<file path="src/rtl/npu_sa_pkg.sv">
// Shared types, default sizes and the product sign-extension helper for the
// systolic matrix-multiply engine.
package npu_sa_pkg;

  localparam int SA_ROWS_DEF   = 4;
  localparam int SA_COLS_DEF   = 4;
  localparam int SA_DATA_W_DEF = 8;
  localparam int SA_ACC_W_DEF  = 32;
  localparam int SA_MAX_K_DEF  = 256;
  localparam int SA_EXT_W      = 128;

  typedef enum logic [1:0] {
    IDLE,
    FEED,
    FLUSH,
    UNLOAD
  } sa_state_e;

  // Sign-extend the low w bits of p to SA_EXT_W bits.
  function automatic logic signed [SA_EXT_W-1:0] sext_prod(input logic [SA_EXT_W-1:0] p,
                                                            input int unsigned w);
    logic signed [SA_EXT_W-1:0] t;
    t = $signed(p << (SA_EXT_W - w));
    return t >>> (SA_EXT_W - w);
  endfunction

endpackage

</file>
<file path="src/rtl/sa_mac_pe.sv">
// Output-stationary MAC cell: forwards a east and b south through registers
// and accumulates a*b every cycle; clear_i zeroes the accumulator.
module sa_mac_pe
  import npu_sa_pkg::*;
#(
  parameter int DATA_W = SA_DATA_W_DEF,
  parameter int ACC_W  = SA_ACC_W_DEF
) (
  input  logic                     clk,
  input  logic                     rst_n,
  input  logic                     clear_i,
  input  logic signed [DATA_W-1:0] a_i,
  input  logic signed [DATA_W-1:0] b_i,
  output logic signed [DATA_W-1:0] a_o,
  output logic signed [DATA_W-1:0] b_o,
  output logic signed [ACC_W-1:0]  acc_o
);

  logic signed [DATA_W-1:0]   a_q, b_q;
  logic signed [ACC_W-1:0]    acc_q, acc_d;
  logic signed [2*DATA_W-1:0] prod;

  assign prod  = a_i * b_i;
  assign acc_d = clear_i ? '0
               : acc_q + ACC_W'(sext_prod(SA_EXT_W'($unsigned(prod)), 2 * DATA_W));

  always_ff @(posedge clk or negedge rst_n) begin
    if (!rst_n) begin
      a_q   <= '0;
      b_q   <= '0;
      acc_q <= '0;
    end else begin
      a_q   <= a_i;
      b_q   <= b_i;
      acc_q <= acc_d;
    end
  end

  assign a_o   = a_q;
  assign b_o   = b_q;
  assign acc_o = acc_q;

endmodule

</file>
<file path="src/rtl/systolic_mm_engine.sv">
// Output-stationary systolic engine computing C = A*B for a runtime K.
// Build option: define SYSTOLIC_RELU_EN to clamp unloaded values at zero.
//
// state  | meaning
// IDLE   | waiting for start; start clears accumulators and captures K
// FEED   | accepting K operand beats; bubbles inject zeros
// FLUSH  | ROWS+COLS-1 zero cycles draining the skewed wavefront
// UNLOAD | one result row per out_valid/out_ready handshake
module systolic_mm_engine
  import npu_sa_pkg::*;
#(
  parameter int  ROWS   = SA_ROWS_DEF,
  parameter int  COLS   = SA_COLS_DEF,
  parameter int  DATA_W = SA_DATA_W_DEF,
  parameter int  ACC_W  = SA_ACC_W_DEF,
  parameter int  MAX_K  = SA_MAX_K_DEF,
  localparam int KW     = $clog2(MAX_K + 1),
  localparam int RW     = (ROWS > 1) ? $clog2(ROWS) : 1
) (
  input  logic                   clk,
  input  logic                   rst_n,
  input  logic                   start,
  input  logic [KW-1:0]          k_len,
  output logic                   busy,
  input  logic                   in_valid,
  output logic                   in_ready,
  input  logic [ROWS*DATA_W-1:0] a_col,
  input  logic [COLS*DATA_W-1:0] b_row,
  output logic                   out_valid,
  input  logic                   out_ready,
  output logic [RW-1:0]          out_row,
  output logic [COLS*ACC_W-1:0]  out_data,
  output logic                   done
);

  localparam int FW = (ROWS + COLS > 2) ? $clog2(ROWS + COLS) : 1;

  sa_state_e     state_q, state_d;
  logic [KW-1:0] k_q, k_d, beat_q, beat_d, k_cap;
  logic [FW-1:0] flush_q, flush_d;
  logic [RW-1:0] row_q, row_d;
  logic          clear_acc, accept;

  logic signed [DATA_W-1:0] a_h [ROWS][COLS+1];
  logic signed [DATA_W-1:0] b_v [ROWS+1][COLS];
  logic signed [ACC_W-1:0]  acc [ROWS][COLS];

  assign accept = in_valid && (state_q == FEED);
  assign k_cap  = (k_len > KW'(MAX_K)) ? KW'(MAX_K) : k_len;

  always_comb begin
    state_d   = state_q;
    k_d       = k_q;
    beat_d    = beat_q;
    flush_d   = flush_q;
    row_d     = row_q;
    clear_acc = 1'b0;
    done      = 1'b0;
    case (state_q)
      IDLE: begin
        if (start) begin
          clear_acc = 1'b1;
          k_d       = k_cap;
          beat_d    = '0;
          state_d   = (k_cap == '0) ? UNLOAD : FEED;
        end
      end
      FEED: begin
        if (accept) begin
          beat_d = beat_q + KW'(1);
          if (beat_q + KW'(1) == k_q) begin
            flush_d = '0;
            state_d = FLUSH;
          end
        end
      end
      FLUSH: begin
        flush_d = flush_q + FW'(1);
        if (flush_q == FW'(ROWS + COLS - 2)) begin
          flush_d = '0;
          state_d = UNLOAD;
        end
      end
      UNLOAD: begin
        if (out_ready) begin
          if (row_q == RW'(ROWS - 1)) begin
            row_d   = '0;
            done    = 1'b1;
            state_d = IDLE;
          end else begin
            row_d = row_q + RW'(1);
          end
        end
      end
      default: state_d = IDLE;
    endcase
  end

  always_ff @(posedge clk or negedge rst_n) begin
    if (!rst_n) begin
      state_q <= IDLE;
      k_q     <= '0;
      beat_q  <= '0;
      flush_q <= '0;
      row_q   <= '0;
    end else begin
      state_q <= state_d;
      k_q     <= k_d;
      beat_q  <= beat_d;
      flush_q <= flush_d;
      row_q   <= row_d;
    end
  end

  // Row r of A is delayed r cycles so it meets column c of B in PE(r,c).
  for (genvar r = 0; r < ROWS; r++) begin : g_askew
    logic signed [DATA_W-1:0] a_in;
    assign a_in = accept ? $signed(a_col[r*DATA_W +: DATA_W]) : '0;
    if (r == 0) begin : g_direct
      assign a_h[r][0] = a_in;
    end else begin : g_line
      logic signed [DATA_W-1:0] line_q [r];
      always_ff @(posedge clk or negedge rst_n) begin
        if (!rst_n) begin
          for (int i = 0; i < r; i++) line_q[i] <= '0;
        end else begin
          line_q[0] <= a_in;
          for (int i = 1; i < r; i++) line_q[i] <= line_q[i-1];
        end
      end
      assign a_h[r][0] = line_q[r-1];
    end
  end

  for (genvar c = 0; c < COLS; c++) begin : g_bskew
    logic signed [DATA_W-1:0] b_in;
    assign b_in = accept ? $signed(b_row[c*DATA_W +: DATA_W]) : '0;
    if (c == 0) begin : g_direct
      assign b_v[0][c] = b_in;
    end else begin : g_line
      logic signed [DATA_W-1:0] line_q [c];
      always_ff @(posedge clk or negedge rst_n) begin
        if (!rst_n) begin
          for (int i = 0; i < c; i++) line_q[i] <= '0;
        end else begin
          line_q[0] <= b_in;
          for (int i = 1; i < c; i++) line_q[i] <= line_q[i-1];
        end
      end
      assign b_v[0][c] = line_q[c-1];
    end
  end

  for (genvar r = 0; r < ROWS; r++) begin : g_row
    for (genvar c = 0; c < COLS; c++) begin : g_col
      sa_mac_pe #(.DATA_W(DATA_W), .ACC_W(ACC_W)) u_pe (
        .clk     (clk),
        .rst_n   (rst_n),
        .clear_i (clear_acc),
        .a_i     (a_h[r][c]),
        .b_i     (b_v[r][c]),
        .a_o     (a_h[r][c+1]),
        .b_o     (b_v[r+1][c]),
        .acc_o   (acc[r][c])
      );
    end
  end

  always_comb begin
    out_data = '0;
    if (state_q == UNLOAD) begin
      for (int c = 0; c < COLS; c++) begin
`ifdef SYSTOLIC_RELU_EN
        out_data[c*ACC_W +: ACC_W] = (acc[row_q][c] < 0) ? '0 : acc[row_q][c];
`else
        out_data[c*ACC_W +: ACC_W] = acc[row_q][c];
`endif
      end
    end
  end

  assign busy      = (state_q != IDLE);
  assign in_ready  = (state_q == FEED);
  assign out_valid = (state_q == UNLOAD);
  assign out_row   = row_q;

endmodule

</file>
<file path="config.mk">
export PLATFORM = sky130hd
export DESIGN_NAME = systolic_mm_engine
export DESIGN_NICKNAME = d
export VERILOG_FILES = /design/src/rtl/npu_sa_pkg.sv /design/src/rtl/sa_mac_pe.sv /design/src/rtl/systolic_mm_engine.sv
export SDC_FILE = /design/constraint.sdc
export NUM_CORES = 2
export LEC_CHECK = 0
export ABC_AREA = 1
export ABC_CLOCK_PERIOD_IN_PS = 6150
export BUFFER_PORTS_ARGS = -buffer_cell sky130_fd_sc_hd__buf_2
export CORE_MARGIN = 2
export CORE_UTILIZATION = 45
export CTS_BUF_LIST = sky130_fd_sc_hd__clkbuf_4
export CTS_CLUSTER_SIZE = 20
export DETAILED_ROUTE_END_ITERATION = 12
export GPL_TIMING_DRIVEN = 0
export PLACE_DENSITY = 0.67
export SLEW_MARGIN = 20
export SYNTH_ARGS = -nofsm -noshare
export SYNTH_HDL_FRONTEND = slang
export SYNTH_SLANG_ARGS = --single-unit
export TNS_END_PERCENT = 5
</file>
<file path="constraint.sdc">
create_clock -name clk -period 6.15 [get_ports clk]
set_clock_uncertainty 0.15 [all_clocks]
set_input_delay 0.3075 -clock clk [delete_from_list [all_inputs] [get_ports clk]]
set_output_delay 0.3075 -clock clk [all_outputs]
set_load 0.005 [all_outputs]
</file>
==> results.md <==
- Outcome: complete, no violations
- Post-synth EDFFs: 0
- Hpwl dp: 269 mm
- WL/cell: 18.4 um
- Post-synthesis sequential area ratio: 0.205
- Via density: 5.21
- Yosys warning count: 0
- Pre-CTS WS: -1690 ps
- CP Max Fanout: 8
- First-pass GRT wire length: 509 mm
- Antenna-violating nets left: 0
- Hold Path Class: in -> reg
- Max incr delay on CP: 550 ps
- Synth area leader: dfrtp_1
- Fill cells: 21947
- Number of buffers created by CTS: 277
- Initial Utilization: 0.453
- CTS Buffer Depth: 4
- Syn_nets: 16073
- Largest net degree at the start of global routing: 126
- Vias in the first global route: 92411
- VDD IR-drop max: 0.444 mV
- Placer Congestion: 1.06
- Clock transition at path regs: 70 ps
- Worst Max-Slew Pin Slew: 1280 ps
- WL final: 333 mm
- Max-cap violation count: 0
- Clock latency on the worst-skew pair: 1370 ps
- Design Area, Final: 117000 um2
- Multi-input logic area: 72700 um2
- DRT Pass-1 Iters: 8
- DRT iter0 DRCs: 7004
- Relative slew slack: 0.148
- DRC violations left: 0
- Ports: 212
- CP Data Required Time: 7280 ps
- Post-Syn Area: 101000 um2
- Non-filler cells, final: 18107
- Placed cell area: 106000 um2
- Share of the synthesized area in the top cell type: 0.205
- # clock sinks: 825
- Avg Cell Area, Syn: 7.13 um2
- CP max stage cell: fa_1
- Fmax: 0.163 GHz
- Worst Path Class, Setup: reg -> reg
- Setup repair after global routing missed its margin: true
- Port bufs: 211
- GRT Total Usage: 0.286
- CTS H-tree depth: 5
- Most frequent cells in the layout: nand2_1, inv_1, nor2_1
- TritonCTS clock tree: built
- Final hold vios: 0
- Fin util: 0.525
- Power consumption: 0.0399 W
- Netlist cell types: 53
- Setup-failing EPs final: 0
- Leakage power: 63.1 nW
- Clk root buf: clkbuf_4
- Die Ht: 477 um
- Final nets: 16865
- Worst setup EP type: flip-flop
- Area grow syn2layout: 15.9%
- Die width: 477 um
- Synth Instances: 14130
- Die Footprint: 228000 um2
- Ys flop type: dfrtp_1
- Layout cell share with drive strength beyond 1: 0.123
- Synthesized flop and latch total: 825
- Pwr dens: 342 nW/um2
- Minimum clock period: 6120 ps
- Register area: 20700 um2
- Cells after DPL: 17326
- Slew Viols, Final: 0
- Ys async rst share: 1.00
- Worst setup SP type: flip-flop
- Crit share post-route: 0.996
- Area contributors post-synth: dfrtp_1, fa_1, ha_1
- Total grt overflow: 0
- DR vias: 94352
- Initial antenna violation count: 37
- Critical Path AT: 7260 ps
- Most common cell after layout, fill and taps aside: nand2_1
- Final Worst Setup Slack: 25.5 ps
- Row cnt: 173
- Core area: 222000 um2
cell usage after synthesis, drive strengths merged (7+ instances only):
library cell     n
a21o            96
fa             896
xor2           153
buf             52
and2             9
o211ai           9
nand3b           8
o21a            38
inv           2754
nor3            85
clkbuf         337
o21bai          96
xnor2          174
ha             969
o22ai            7
nand4           62
nand3          443
a21boi          75
nand2         2987
a31oi           13
nor4            39
a21oi         1192
nor2          1807
o21ai          908
dfrtp          825
or2             85
power breakdown:
part	leakage (nW)	internal, W	total (W)	switching, W
clock	1.91	0.00284	0.00577	0.00293
sequential	10.8	0.00717	0.00892	0.00175
combinational	50.3	0.00875	0.0252	0.0164
total	63.1	0.0188	0.0399	0.0211
worst paths after layout:
kind / startpoint / to / slack, ps / depth (start not counted)
min in group asynchronous: rst_n / g_row[2].g_col[3].u_pe.acc_o[21]$_DFF_PN0_ / 520 / 5
max: state_q[1]$_DFFE_PN0P_ / g_row[0].g_col[0].u_pe.acc_o[28]$_DFF_PN0_ / 30 / 34
min: in_valid / beat_q[2]$_DFFE_PN0P_ / 130 / 5
max reg2reg: state_q[1]$_DFFE_PN0P_ / g_row[0].g_col[0].u_pe.acc_o[28]$_DFF_PN0_ / 30 / 34
min reg2reg: g_askew[2].g_line.line_q[8]$_DFF_PN0_ / a_h[72]$_DFF_PN0_ / 150 / 0
max in group asynchronous: rst_n / g_row[0].g_col[0].u_pe.b_o[6]$_DFF_PN0_ / 3330 / 8
state kept, by name, summed over array words and instances (netlist names):
register	flops
state_q	2
k_q	9
beat_q	9
a_h	16
g_row.g_col.u_pe.b_o	96
out_row	2
flush_q	3
g_row.g_col.u_pe.acc_o	512
b_v	16
g_row.g_col.u_pe.a_o	96
g_bskew.g_line.line_q	32
g_askew.g_line.line_q	32
metrics by stage:
step / hold slack, ps / TNS, ps
after floorplan: -138 / 0
after CTS: 13.0 / -597
after detailed placement: 97.3 / -148510
after global placement: 182 / -
after global routing: 74.8 / -14550
final: 126 / 0
critical path: cells and delay by family, from the launching register on:
kind | cells | cell delay [ps]
fa+ha+maj | 7 | 2820
buf+inv | 9 | 820
flops | 1 | 410
compound gates | 2 | 240
simple gates | 16 | 1580
final cells by class:
class	count	area share
Timing Repair Buffer	528	0.0365
Clock inverter	93	0.00372
Sequential cell	825	0.178
Buffer	358	0.0141
Inverter	2756	0.0890
Multi-Input combinational cell	10176	0.623
Clock buffer	365	0.0235
Tap cell	2975	0.0319
Antenna cell	31	0.000665
kinds of logic (layout without fill, tap and decap cells):
logic type               count (synthesis)  count (layout)  share of synthesized area
XOR/XNOR                               327             327                     0.0284
flip-flops                             825             825                      0.205
AND/OR/NAND/NOR                       5529            5545                      0.219
AO/OA/AOI/OAI                         2439            2439                      0.131
buffers and inverters                 3145            4100                      0.118
other                                    0              31                          0
adder cells (fa/ha/maj)               1865            1865                      0.299
layer usage:
layer  track usage  wire length [um]  share of wire
met1         0.366            137000           0.41
met2         0.466            151000           0.45
met3        0.0433             22800          0.068
met4         0.153             21600          0.065
met5             0                28       0.000084
repair_timing:
action                                  4_1_cts  5_1_grt
pin swaps                                    55      136
resized for setup                           402      955
endpoints found under the hold margin       863        0
endpoints found under the setup margin      276      296
cloned                                        8        8
buffers inserted                             41       52
hold buffers                                215        0
Power figures use the tool's default switching activity.
